File: src/rtl/grid_frame_pkg.sv
// rtl/grid_frame_pkg.sv - framing constants and FSM state encoding for the grid-coordinate frame receiver
package grid_frame_pkg;

    localparam logic [7:0] SYNC_BYTE = 8'hC0;
    localparam logic [7:0] LEN_BYTE  = 8'h06;
    localparam logic [7:0] FLAG_BYTE = 8'h01;
    localparam logic [7:0] TAIL_BYTE = 8'hCF;

    localparam int FRAME_BYTES   = 11;
    localparam int PAYLOAD_BYTES = 4;

    // Encoding shared with the transmit side
    localparam logic [3:0] ST_SYNC0   = 4'd0;
    localparam logic [3:0] ST_SYNC1   = 4'd1;
    localparam logic [3:0] ST_LEN     = 4'd2;
    localparam logic [3:0] ST_ADDR    = 4'd3;
    localparam logic [3:0] ST_CMD     = 4'd4;
    localparam logic [3:0] ST_PAYLOAD = 4'd5;
    localparam logic [3:0] ST_FLAG    = 4'd6;
    localparam logic [3:0] ST_TAIL    = 4'd7;

    typedef enum logic [3:0] {
        S_SYNC0   = ST_SYNC0,
        S_SYNC1   = ST_SYNC1,
        S_LEN     = ST_LEN,
        S_ADDR    = ST_ADDR,
        S_CMD     = ST_CMD,
        S_PAYLOAD = ST_PAYLOAD,
        S_FLAG    = ST_FLAG,
        S_TAIL    = ST_TAIL
    } rx_state_t;

endpackage

File: src/rtl/byte_gap_timer.sv
// rtl/byte_gap_timer.sv - inter-byte gap counter; expire pulses after LIMIT enabled cycles without a clear
module byte_gap_timer #(
    parameter int LIMIT = 21_700
) (
    input  logic clk,
    input  logic rst_n,
    input  logic clear,
    input  logic enable,
    output logic expire
);

    localparam int W = $clog2(LIMIT + 1);

    logic [W-1:0] cnt;

    // A clear in the expiry cycle suppresses the pulse
    assign expire = enable && !clear && (cnt == W'(LIMIT - 1));

    always_ff @(posedge clk or negedge rst_n) begin
        if (!rst_n) begin
            cnt <= '0;
        end else if (clear || !enable) begin
            cnt <= '0;
        end else if (!expire) begin
            cnt <= cnt + 1'b1;
        end
    end

endmodule

File: src/rtl/grid_frame_rx.sv
// rtl/grid_frame_rx.sv - parses C0 C0 06 ADDR CMD XH XL YH YL 01 CF frames into x/y grid coordinates
// Optional inter-byte timeout enabled by defining GRID_RX_TIMEOUT_EN.
module grid_frame_rx
    import grid_frame_pkg::*;
#(
    parameter logic [7:0] EXP_ADDR = 8'h01,
    parameter logic [7:0] EXP_CMD  = 8'hB9
`ifdef GRID_RX_TIMEOUT_EN
    ,
    parameter int TIMEOUT_CYC = 21_700
`endif
) (
    input  logic        clk_a,
    input  logic        rst_n,
    input  logic [7:0]  i_data,
    input  logic        i_valid,
    output logic [15:0] o_x_grid,
    output logic [15:0] o_y_grid,
    output logic        o_frame_valid,
    output logic        o_frame_err,
    output logic [15:0] o_frame_cnt,
    output logic        o_busy
);

    rx_state_t   state, state_next;
    logic [1:0]  pay_cnt, pay_cnt_next;
    logic [31:0] shadow;
    logic        shift_en;
    logic        done_next;
    logic        err_next;
    logic        gap_expire;

`ifdef GRID_RX_TIMEOUT_EN
    byte_gap_timer #(
        .LIMIT (TIMEOUT_CYC)
    ) u_gap_timer (
        .clk    (clk_a),
        .rst_n  (rst_n),
        .clear  (i_valid),
        .enable (state != S_SYNC0),
        .expire (gap_expire)
    );
`else
    assign gap_expire = 1'b0;
`endif

    assign o_busy = (state != S_SYNC0);

    always_ff @(posedge clk_a or negedge rst_n) begin
        if (!rst_n) begin
            state   <= S_SYNC0;
            pay_cnt <= '0;
        end else begin
            state   <= state_next;
            pay_cnt <= pay_cnt_next;
        end
    end

    always_comb begin
        state_next   = state;
        pay_cnt_next = pay_cnt;
        shift_en     = 1'b0;
        done_next    = 1'b0;
        err_next     = 1'b0;
        if (i_valid) begin
            unique case (state)
                S_SYNC0: begin
                    if (i_data == SYNC_BYTE) state_next = S_SYNC1;
                end
                S_SYNC1: begin
                    if (i_data == SYNC_BYTE) state_next = S_LEN;
                    else                     err_next   = 1'b1;
                end
                S_LEN: begin
                    // Extra leading sync bytes are tolerated here
                    if (i_data == LEN_BYTE)       state_next = S_ADDR;
                    else if (i_data != SYNC_BYTE) err_next   = 1'b1;
                end
                S_ADDR: begin
                    if (i_data == EXP_ADDR) state_next = S_CMD;
                    else                    err_next   = 1'b1;
                end
                S_CMD: begin
                    if (i_data == EXP_CMD) begin
                        state_next   = S_PAYLOAD;
                        pay_cnt_next = '0;
                    end else begin
                        err_next = 1'b1;
                    end
                end
                S_PAYLOAD: begin
                    shift_en     = 1'b1;
                    pay_cnt_next = pay_cnt + 1'b1;
                    if (pay_cnt == 2'(PAYLOAD_BYTES - 1)) state_next = S_FLAG;
                end
                S_FLAG: begin
                    if (i_data == FLAG_BYTE) state_next = S_TAIL;
                    else                     err_next   = 1'b1;
                end
                S_TAIL: begin
                    if (i_data == TAIL_BYTE) begin
                        done_next  = 1'b1;
                        state_next = S_SYNC0;
                    end else begin
                        err_next = 1'b1;
                    end
                end
                default: state_next = S_SYNC0;
            endcase
            // A rejected byte that is itself a sync byte starts the next frame
            if (err_next) state_next = (i_data == SYNC_BYTE) ? S_SYNC1 : S_SYNC0;
        end else if (gap_expire) begin
            err_next   = 1'b1;
            state_next = S_SYNC0;
        end
    end

    always_ff @(posedge clk_a or negedge rst_n) begin
        if (!rst_n) begin
            shadow        <= '0;
            o_x_grid      <= '0;
            o_y_grid      <= '0;
            o_frame_cnt   <= '0;
            o_frame_valid <= 1'b0;
            o_frame_err   <= 1'b0;
        end else begin
            o_frame_valid <= done_next;
            o_frame_err   <= err_next;
            if (shift_en) shadow <= {shadow[23:0], i_data};
            if (done_next) begin
                o_x_grid    <= shadow[31:16];
                o_y_grid    <= shadow[15:0];
                o_frame_cnt <= o_frame_cnt + 16'd1;
            end
        end
    end

endmodule

File: config.mk
export PLATFORM = sky130hd
export DESIGN_NAME = grid_frame_rx
export DESIGN_NICKNAME = d
export VERILOG_FILES = /design/src/rtl/grid_frame_pkg.sv /design/src/rtl/byte_gap_timer.sv /design/src/rtl/grid_frame_rx.sv
export SDC_FILE = /design/constraint.sdc
export NUM_CORES = 1
export LEC_CHECK = 0
export CAP_MARGIN = 20
export CORE_MARGIN = 4
export CORE_UTILIZATION = 50
export CTS_BUF_LIST = sky130_fd_sc_hd__clkbuf_2
export DETAILED_ROUTE_END_ITERATION = 10
export HOLD_SLACK_MARGIN = 0.03
export MAX_ROUTING_LAYER = met4
export PLACE_DENSITY = 0.76
export SYNTH_ARGS = -nofsm -noshare
export SYNTH_HDL_FRONTEND = slang
export SYNTH_SLANG_ARGS = --single-unit
File: constraint.sdc
create_clock -name clk_a -period 5.6 [get_ports clk_a]
set_clock_uncertainty 0.05 [all_clocks]
set_input_delay 1.12 -clock clk_a [delete_from_list [all_inputs] [get_ports clk_a]]
set_output_delay 1.12 -clock clk_a [all_outputs]
set_load 0.01 [all_outputs]
### Word level (Yosys, flattened, before mapping)

Index checks and enable logic that the tools add are counted.
Widths: inputs -> output; s select.

| cells by class | value |
|---|---|
| muxes and demuxes | 27 |
| eq/ne operators | 23 |
| div/mod/pow operators | 0 |
| reduce and logical (&&, ||, !) cells | 6 |
| multiply operators | 0 |
| order comparisons | 0 |
| bitwise logic cells | 0 |
| $add $sub $neg | 2 |
| shifts and indexed selects | 0 |

Operator list:

| operator | number |
|---|---|
| $mux 4 | 9 |
| $pmux 4 s8 | 1 |
| $eq 8x8->1 const B | 3 |
| $ne 3x3->1 const B | 8 |
| $add 16x1->16 const B | 1 |
| $eq 4x3->1 const B | 4 |
| $mux 1 | 14 |
| $reduce_and 9->1 | 1 |
| $eq 4x2->1 const B | 2 |
| $eq 8x1->1 const B | 1 |
| $eq 8x3->1 const B | 1 |
| $ne 8x8->1 const B | 1 |
| $pmux 1 s5 | 1 |
| $eq 4x1->1 const B | 1 |
| $logic_not 4->1 | 1 |
| $pmux 2 s2 | 1 |
| $reduce_bool 4->1 | 1 |
| $reduce_and 3->1 | 1 |
| $add 2x1->2 const B | 1 |
| $eq 2x2->1 const B | 1 |
| $mux 2 | 1 |
| $ne 2x2->1 const B | 1 |
| $reduce_bool 2->1 | 1 |
| $reduce_or 2->1 | 1 |

| word-level totals | value |
|---|---|
| output and inout port bits | 51 |
| memory bits (writable) | 0 |
| bits of input ports | 11 |
| word-level logic and storage cells | 66 |
| bits in latches | 0 |
| memories | 0 |
| flip-flop bits (word level) | 88 |
| bits in read-only memories | 0 |

### Logic depth before layout (Yosys ltp)

Gate-level depths: netlist of the first run.

| depth | value |
|---|---|
| depth in word-level cells | 7 |
| mapped depth | 7 |
| depth with buffers taken out | 5 |

### Least setup slack after synthesis of the first run

OpenSTA, ideal clock, no wires.

| timing | value |
|---|---|
| path type | in2reg |
| from | in i_data[4] |
| to | reg o_x_grid[10] |
| buffers on the path | 2 |
| setup slack | 2939 ps |
| arrival | 2487 ps |
| cell stages on the path | 6 |
| library setup time | 125 ps |
| path through | nand4bb_1 -> or3_1 -> buf_6 -> inv_1 -> buf_4 -> mux2_2 |

| on the way | value |
|---|---|
| longest elaborated chain between the ends | 4 |

RTL lines:

| what | RTL line | RTL |
|---|---|---|
| from (decl) | grid_frame_rx.sv:15 | `input logic [7:0] i_data,` |
| $eq 8x8->1 | grid_frame_rx.sv:101 | `if (i_data == TAIL_BYTE) begin` |
| $mux 1 | grid_frame_rx.sv:101 |  |
| $mux 1 | grid_frame_rx.sv:66 | `unique case (state)` |
| $mux 1 | grid_frame_rx.sv:65 | `if (i_valid) begin` |
| net done_next | grid_frame_rx.sv:29 | `logic done_next;` |
| to (signal assigned) | grid_frame_rx.sv:131 | `o_x_grid <= shadow[31:16];` |
| to (decl) | grid_frame_rx.sv:17 | `output logic [15:0] o_x_grid,` |

The timed path passes the listed nets, and every way through them passes these cells.
A chain may end at the register's enable or synchronous reset.

### Final worst setup path of the first run

| timing | value |
|---|---|
| from | reg state[2] |
| to | out o_busy |

| on the way | value |
|---|---|
| longest elaborated chain between the ends | 1 |

RTL lines:

| what | RTL line | RTL |
|---|---|---|
| from (decl) | grid_frame_rx.sv:25 | `rx_state_t state, state_next;` |
| from (signal assigned) | grid_frame_rx.sv:54 | `state <= state_next;` |
| $reduce_bool 4->1 | grid_frame_rx.sv:47 | `assign o_busy = (state != S_SYNC0);` |
| to (decl) | grid_frame_rx.sv:22 | `output logic o_busy` |

No other way between the ends.

==> metrics.md, run 1 <==
| Metric | Value |
|---|---|
| Primary FF master, synth | dfrtp_1 |
| Max-Cap Viols | 0 |
| Synth top area share | about three fifths |
| Max incr delay on CP | 550 ps |
| Post-CTS Setup Repair Bufs | 0 |
| TNS Setup | 0 ps |
| Hold crit path type | in -> async |
| Total Power | between 1000 and 1500 uW |
| Ys Warns | 0 |
| Nets | 329 |
| Post-synth EDFFs | 0 |
| Syn Nets | approximately 260 |
| CTS clk-pin slew, worst paths | roughly 220 ps |
| Cell count after synthesis | 250 |
| Max clock buf depth | 2 |
| CTS H-tree lvls | 3 |
| Initial antenna violation count | 0 |
| Hold Vio Cnt, Final | 0 |
| Fin. max-slew vios | 0 |
| Final hold slack | just under 400 ps |
| Dominant cells by area after synthesis | dfrtp_1 61%, mux2_2 20%, xnor2_1 3.2% |
| Slew HR | between 50 and 60% |
| Layout cells sized above 1 | between 20 and 30% |
| CP endpoint kind | output pin |
| Core area | approximately 7000 sq um |
| Crit path cell chain | or3_1 > clkdlybuf4s50_1 |
| Vias in the first global route | 2255 |
| Pwr/cell area | ~330 nW/um^2 |
| Pleak | 0.00202 uW |
| PortBufs | 61 |
| Status | complete, no violations |
| Initial DRC count | just under 80 |
| Fin util | between 60% and 70% |
| Seq cells post-synth | 87 |
| Worst-path cell with the longest stage delay | dfrtp_1 |
| # DRC | 0 |
| Hpwl dp | between 4000 and 5000 um |
| Largest net degree at the start of global routing | 88 |
| Via density | between 5 and 6 |
| Worst skew pair latency | between 400 and 500 ps |
| Crit path max-delay family | flip-flops |
| GP Congestion | slightly above 0.8 |
| Post-synth top cells | 87 x dfrtp_1, 64 x mux2_2, 14 x nand2_1 |
| Ys async rst share | 100% |
| Die Ht | about 90 um |
| CTS resizes | 0 |
| Gr ovfl total | 0 |
| CTS Hold Bufs | 0 |
| Seq/Total Area, Yosys | 61.1% |
| Initial Util | between 50% and 60% |
| Fin crit share | 56.4% |
| CTS Buf Count | 9 |
| Synth Cell Area | 3570 sq um |
| Max FO, Critical Path | 11 |
| Number of I/O pins | 62 |
| # fillers | 541 |
| Critical setup path kind | reg -> out |
| Post-Layout Cell Count | roughly 420 |
| Leading cell type by number of instances after synthesis | dfrtp_1 |
| Number of routed nets with antenna violations | 0 |
| Pin slew with the least headroom to its limit | about 700 ps |
| Required @ worst endpoint | roughly 4400 ps |
| Mean post-synth cell area | ~14 sq um |
| First-pass GRT wire length | between 10000 and 15000 um |
| Drt first pass iters | 4 |
| Post-synth cell types | 45 |
| Worst vdd ir | about 0.20 mV |
| Arrival @ worst endpoint | 1990 ps |
| CTS tree | yes |
| Num Clock Sinks | 87 |
| Via count | between 2000 and 2500 |
| Die area | 8550 sq um |
| GRT Resource Usage Total | between 15 and 20% |
| Unrepaired setup endpoints after global routing | false |
| Inst Count DP | 400 |
| Root Buffer | clkbuf_2 |
| Worst path bufs/invs | 1 |
| Area growth, synth to finish | 22.8% |
| Yosys top cell by area | dfrtp_1 |
| Die X | 92.5 um |
| Endpoints failing setup | 0 |
| Max frequency | 317 MHz |
| DRT Wirelength | 6370 um |
| Post-DR wirelength/cell | between 15 and 20 um |
| Rows | 30 |
| Diode count | 0 |
| Tmin final | approximately 3200 ps |
| Startpoint type of the worst setup path | flip-flop |
==> report_power, final <==
| group | leakage, uW | internal, uW | switching (uW) | total (uW) |
|---|---|---|---|---|
| registers | 0.00117 | 757 | 111 | 868 |
| logic | 0.000802 | 173 | 118 | 291 |
| clock network | 0.0000502 | 60.6 | 206 | 267 |
==> worst register-to-register path, delay by kind of cell (launching register included) <==
family / cells / cell delay, ps
and+or+nand+nor: 2 / 440
buffers and inverters: 2 / 690
muxes: 1 / 390
DFF: 1 / 650
==> cells in the final DEF, fill, tap and decap left out, drive strengths merged, types with 2 or more instances in the layout <==
cell           netlist  final
inv                  4      4
a21oi                2      2
nand4                5      5
dfrtp               87     87
and3                 2      2
buf                  3      4
nand2               14     14
ha                   2      2
o21ai                3      3
and4                 2      2
clkbuf               6     11
mux2                64     64
o41ai                2      2
xnor2               13     13
xor2                 3      3
clkinvlp             0      4
nor2                 2      2
nor2b                2      2
and2                 3      3
clkdlybuf4s50        0     60
or3                  2      2
nand3                8      8
nor3                 2      2
==> per-stage QoR <==
| step | cell area (sq um) | setup slack (ps) |
|---|---|---|
| after global routing | 4380 | 2320 |
| after detailed placement | 4260 | 2100 |
| after floorplan | 3570 | 2940 |
| after global placement | 4260 | 2140 |
| after CTS | 4350 | 2410 |
| final | 4380 | 2440 |
==> registers in the layout, summed over array words and instances, names as in the netlist <==
signal,cells
o_x_grid,16
o_frame_cnt,16
o_y_grid,16
state,3
o_frame_valid,1
shadow,32
o_frame_err,1
pay_cnt,2
==> worst paths after layout <==
| kind | startpoint | endpoint | slack [ps] | depth (start not counted) |
|---|---|---|---|---|
| hold / removal | rst_n | shadow[26] | 390 | 1 |
| setup / recovery | state[2] | o_busy | 2440 | 2 |
| setup reg to reg | state[0] | o_x_grid[11] | 3280 | 5 |
| hold reg to reg | o_frame_cnt[10] | o_frame_cnt[10] | 460 | 1 |
| max in group asynchronous | rst_n | shadow[14] | 4510 | 2 |
| min in group clk_a | o_frame_cnt[10] | o_frame_cnt[10] | 460 | 1 |
==> kinds of logic (layout without fill, tap and decap cells) <==
logic type	count (synthesis)	count (layout)	synth area share (%)
compound gates	18	18	3.72
xor+xnor	16	16	4.14
fa+ha+maj	2	2	0.702
buf+inv	13	84	1.72
flops	87	87	61.1
mux	64	64	20.2
simple gates	50	50	8.46
==> area by class of cell <==
type	instances	area, sq um	area share (%)
Timing Repair Buffer	64	651	14.9
Clock inverter	5	35.0	0.800
Tap cell	96	120	2.74
Sequential cell	87	2180	49.7
Clock buffer	11	55.1	1.26
Inverter	4	15.0	0.343
Multi-Input combinational cell	150	1330	30.3
==> routing by layer <==
layer | global-route usage (%) | share of wire (%)
met5 | - | 0
met4 | 6.68 | 1.6
met3 | 4.47 | 5.8
met2 | 25.0 | 45
met1 | 21.9 | 47
No activity file was read; power rests on OpenSTA's default activity.
==> inputs of run 2 (changes only) <==
Settings changed: CORE_UTILIZATION 50 to 49, PLACE_DENSITY 0.76 to 0.78.
Clock period 5.6 ns to 2.6 ns, I/O delays scaled along.
==> run 2 against run 1 <==
Global-route usage barely moved. Count of clock-buffer cells in the layout shrank 2. Final area is 3.0% higher. Hold slack improved by 61 ps. Setup slack worse by 2300 ps. Via count is 2.6% higher. Largest cell class unchanged.
==> metrics.md, run 2 (synthesis gave the netlist of run 1 again) <==
| Metric | Value |
|---|---|
| Net Sw Power | 912 uW |
| Pleak | ~0.0021 uW |
| M1 GR Usage | 23.3% |
| Commonest cells after routing, fill and taps aside | 85 x dfrtp_1, 64 x mux2_2, 60 x clkdlybuf4s50_1 |
| CTS tree | yes |
| DRT Wirelength | approximately 6400 um |
| Worst skew pair latency | around 500 ps |
| # fillers | 531 |
| Area growth, synth to finish | 26.6% |
| Gr ovfl total | 0 |
| Nets | roughly 340 |
| Die area | 8710 sq um |
| Core area | 6940 sq um |
| Tmin final | 2500 ps |
| Status | complete, no violations |
| Drt first pass iters | 4 |
| Post-Layout Cell Count | between 400 and 500 |
| Switch share | between 20% and 30% |
| Via density | approximately 5.2 |
| Pin slew with the least headroom to its limit | 618 ps |
| Die Ht | about 93 um |
| Worst vdd ir | between 0.4 and 0.5 mV |
| First-pass GRT wire length | between 10000 and 15000 um |
| Max-Cap Viols | 0 |
| Via count | roughly 2300 |
| Post-DR wirelength/cell | ~15 um |
| Initial DRC count | approximately 100 |
| Slew HR | between 50% and 60% |
| Rows | 30 |
| CTS Buf Count | 9 |
| Grt met2 use | between 20% and 30% |
| Fin. max-slew vios | 0 |
| Arrival @ worst endpoint | between 1500 and 2000 ps |
| Most used routing layer | met2 |
| Pwr/cell area | 695 nW/um^2 |
| Critical setup path kind | reg -> out |
| Layout cells sized above 1 | ~30% |
| Post-CTS Setup Repair Bufs | 0 |
| GR Util met3 | around 2.8% |
| Fin area | ~4500 sq um |
| Internal power | between 2000 and 2500 uW |
| GRT Resource Usage Total | 16.7% |
| Hpwl dp | between 4000 and 5000 um |
| GP Congestion | 0.849 |
| # DRC | 0 |
| PortBufs | slightly above 60 |
| Max frequency | between 300 and 400 MHz |
| R2R Path Start | state[0] |
| Endpoints failing setup | 0 |
| CTS clk-pin slew, worst paths | approximately 220 ps |
| Max clock buf depth | 2 |
| Hold Vio Cnt, Final | 0 |
| Number of routed nets with antenna violations | 0 |
| Fin crit share | 96.2% |
| Num Clock Sinks | 87 |
| Unrepaired setup endpoints after global routing | false |
| Vias in the first global route | roughly 2200 |
| Inst Count DP | 413 |
| Root Buffer | clkbuf_2 |
| Max FO, Critical Path | 11 |
| R2r endpoint | o_frame_cnt[15] |
| Most common cell after layout, fill and taps aside | dfrtp_1 |
| Initial Util | 51.4% |
| Die X | 93.3 um |
| Initial antenna violation count | 0 |
| Hold crit path type | in -> async |
| Diode count | 0 |
| Number of I/O pins | 62 |
| Max reg flops | 32 |
| Required @ worst endpoint | slightly above 2000 ps |
| Post-DP Area | ~4400 sq um |
| Flop pwr share | ~59% |
| Clock power frac | between 10% and 20% |
| Worst Reg-to-Reg Cells | 5 |
| Top reg by flops | shadow |
| R2R Setup Slk | a little over 600 ps |
| Combinational power share | between 20% and 30% |
| CTS H-tree lvls | 3 |
| Largest net degree at the start of global routing | 50 |
| Startpoint type of the worst setup path | flip-flop |
| CP endpoint kind | output pin |
-- run 2: cell count changes in the layout (fill, tap and decap cells not counted), moves of 2 or more --
cell / previous run / this run
buf_4: 3 / 13
clkinv_1: 0 / 4
buf_12: 0 / 3
dfrtp_1: 87 / 85
clkbuf_2: 11 / 9
clkinvlp_4: 4 / 1
dfrtp_2: 0 / 2
-- run 2: routing by layer --
| layer | part of all wire (%) | vias to the layer above | wire length (um) |
|---|---|---|---|
| met3 | 4.6 | 15 | 297 |
| li1 | - | 1070 | - |
| met1 | 49 | 1103 | 3150 |
| met2 | 44 | 63 | 2850 |
| met5 | 0 | - | 0 |
| met4 | 2.1 | 0 | 136 |
-- run 2: cell type report --
class	count	area, sq um	share of cell area (%)
clock inverters	6	52.6	1.16
flip-flops and latches	87	2180	48.3
multi-input cells	150	1330	29.5
clock buffers	9	45.0	0.998
inverters	4	15.0	0.333
repair buffers	77	768	17.0
well taps	96	120	2.66
-- run 2: repair_timing --
| action | in CTS | in global routing |
|---|---|---|
| endpoints found under the setup margin | 0 | 1 |
| gates resized for setup | 0 | 2 |
| hold buffers | 1 | 0 |
| hold endpoints to repair | 38 | 0 |
-- run 2: critical path, stage by stage (launching register included) --
cell and delay [ps]:
dfrtp_2 530, or3_1 410, clkdlybuf4s50_1 500
-- run 2: metrics by stage --
stage / total power [uW] / setup TNS, ps / hold WS, ps / worst slack [ps] / utilization, %
after global routing: 3330 / 0 / 440 / 5.30 / 65.0
after floorplan: 2300 / 0 / 174 / 539 / -
final: 3140 / 0 / 447 / 98.7 / 65.0
after CTS: 3160 / 0 / 414 / 18.9 / 65.0
after detailed placement: 2550 / -217 / 433 / -163 / 63.4
after global placement: 2500 / -7.09 / 419 / -7.09 / 63.4
-- run 2: worst max-delay path by stage --
| stage | startpoint | end | slack [ps] | depth (start not counted) |
|---|---|---|---|---|
| floorplan | i_data[4] | o_x_grid[10] | 540 | 6 |
| finish | state[2] | o_busy | 100 | 2 |
| global route | state[2] | o_busy | 5 | 2 |
| CTS | state[2] | o_busy | 20 | 2 |
| detailed placement | i_data[4] | state[2] | -160 | 6 |
| global placement | i_data[5] | state[2] | -7 | 6 |
-- run 2: power groups by stage --
stage               registers (uW)  clock network, uW  logic, uW
finish                        1860                620        655
global route                  1910                691        726
CTS                           1860                637        662
detailed placement            1900                  0        658
global placement              1870                  0        628
floorplan                     1790                  0        514
==> inputs of run 3 (changes only) <==
Settings changed: CTS_CLUSTER_SIZE from default to 8.
==> results of run 3 <==
Same layout as run 2: the final DEF is identical, and so are final timing and power.
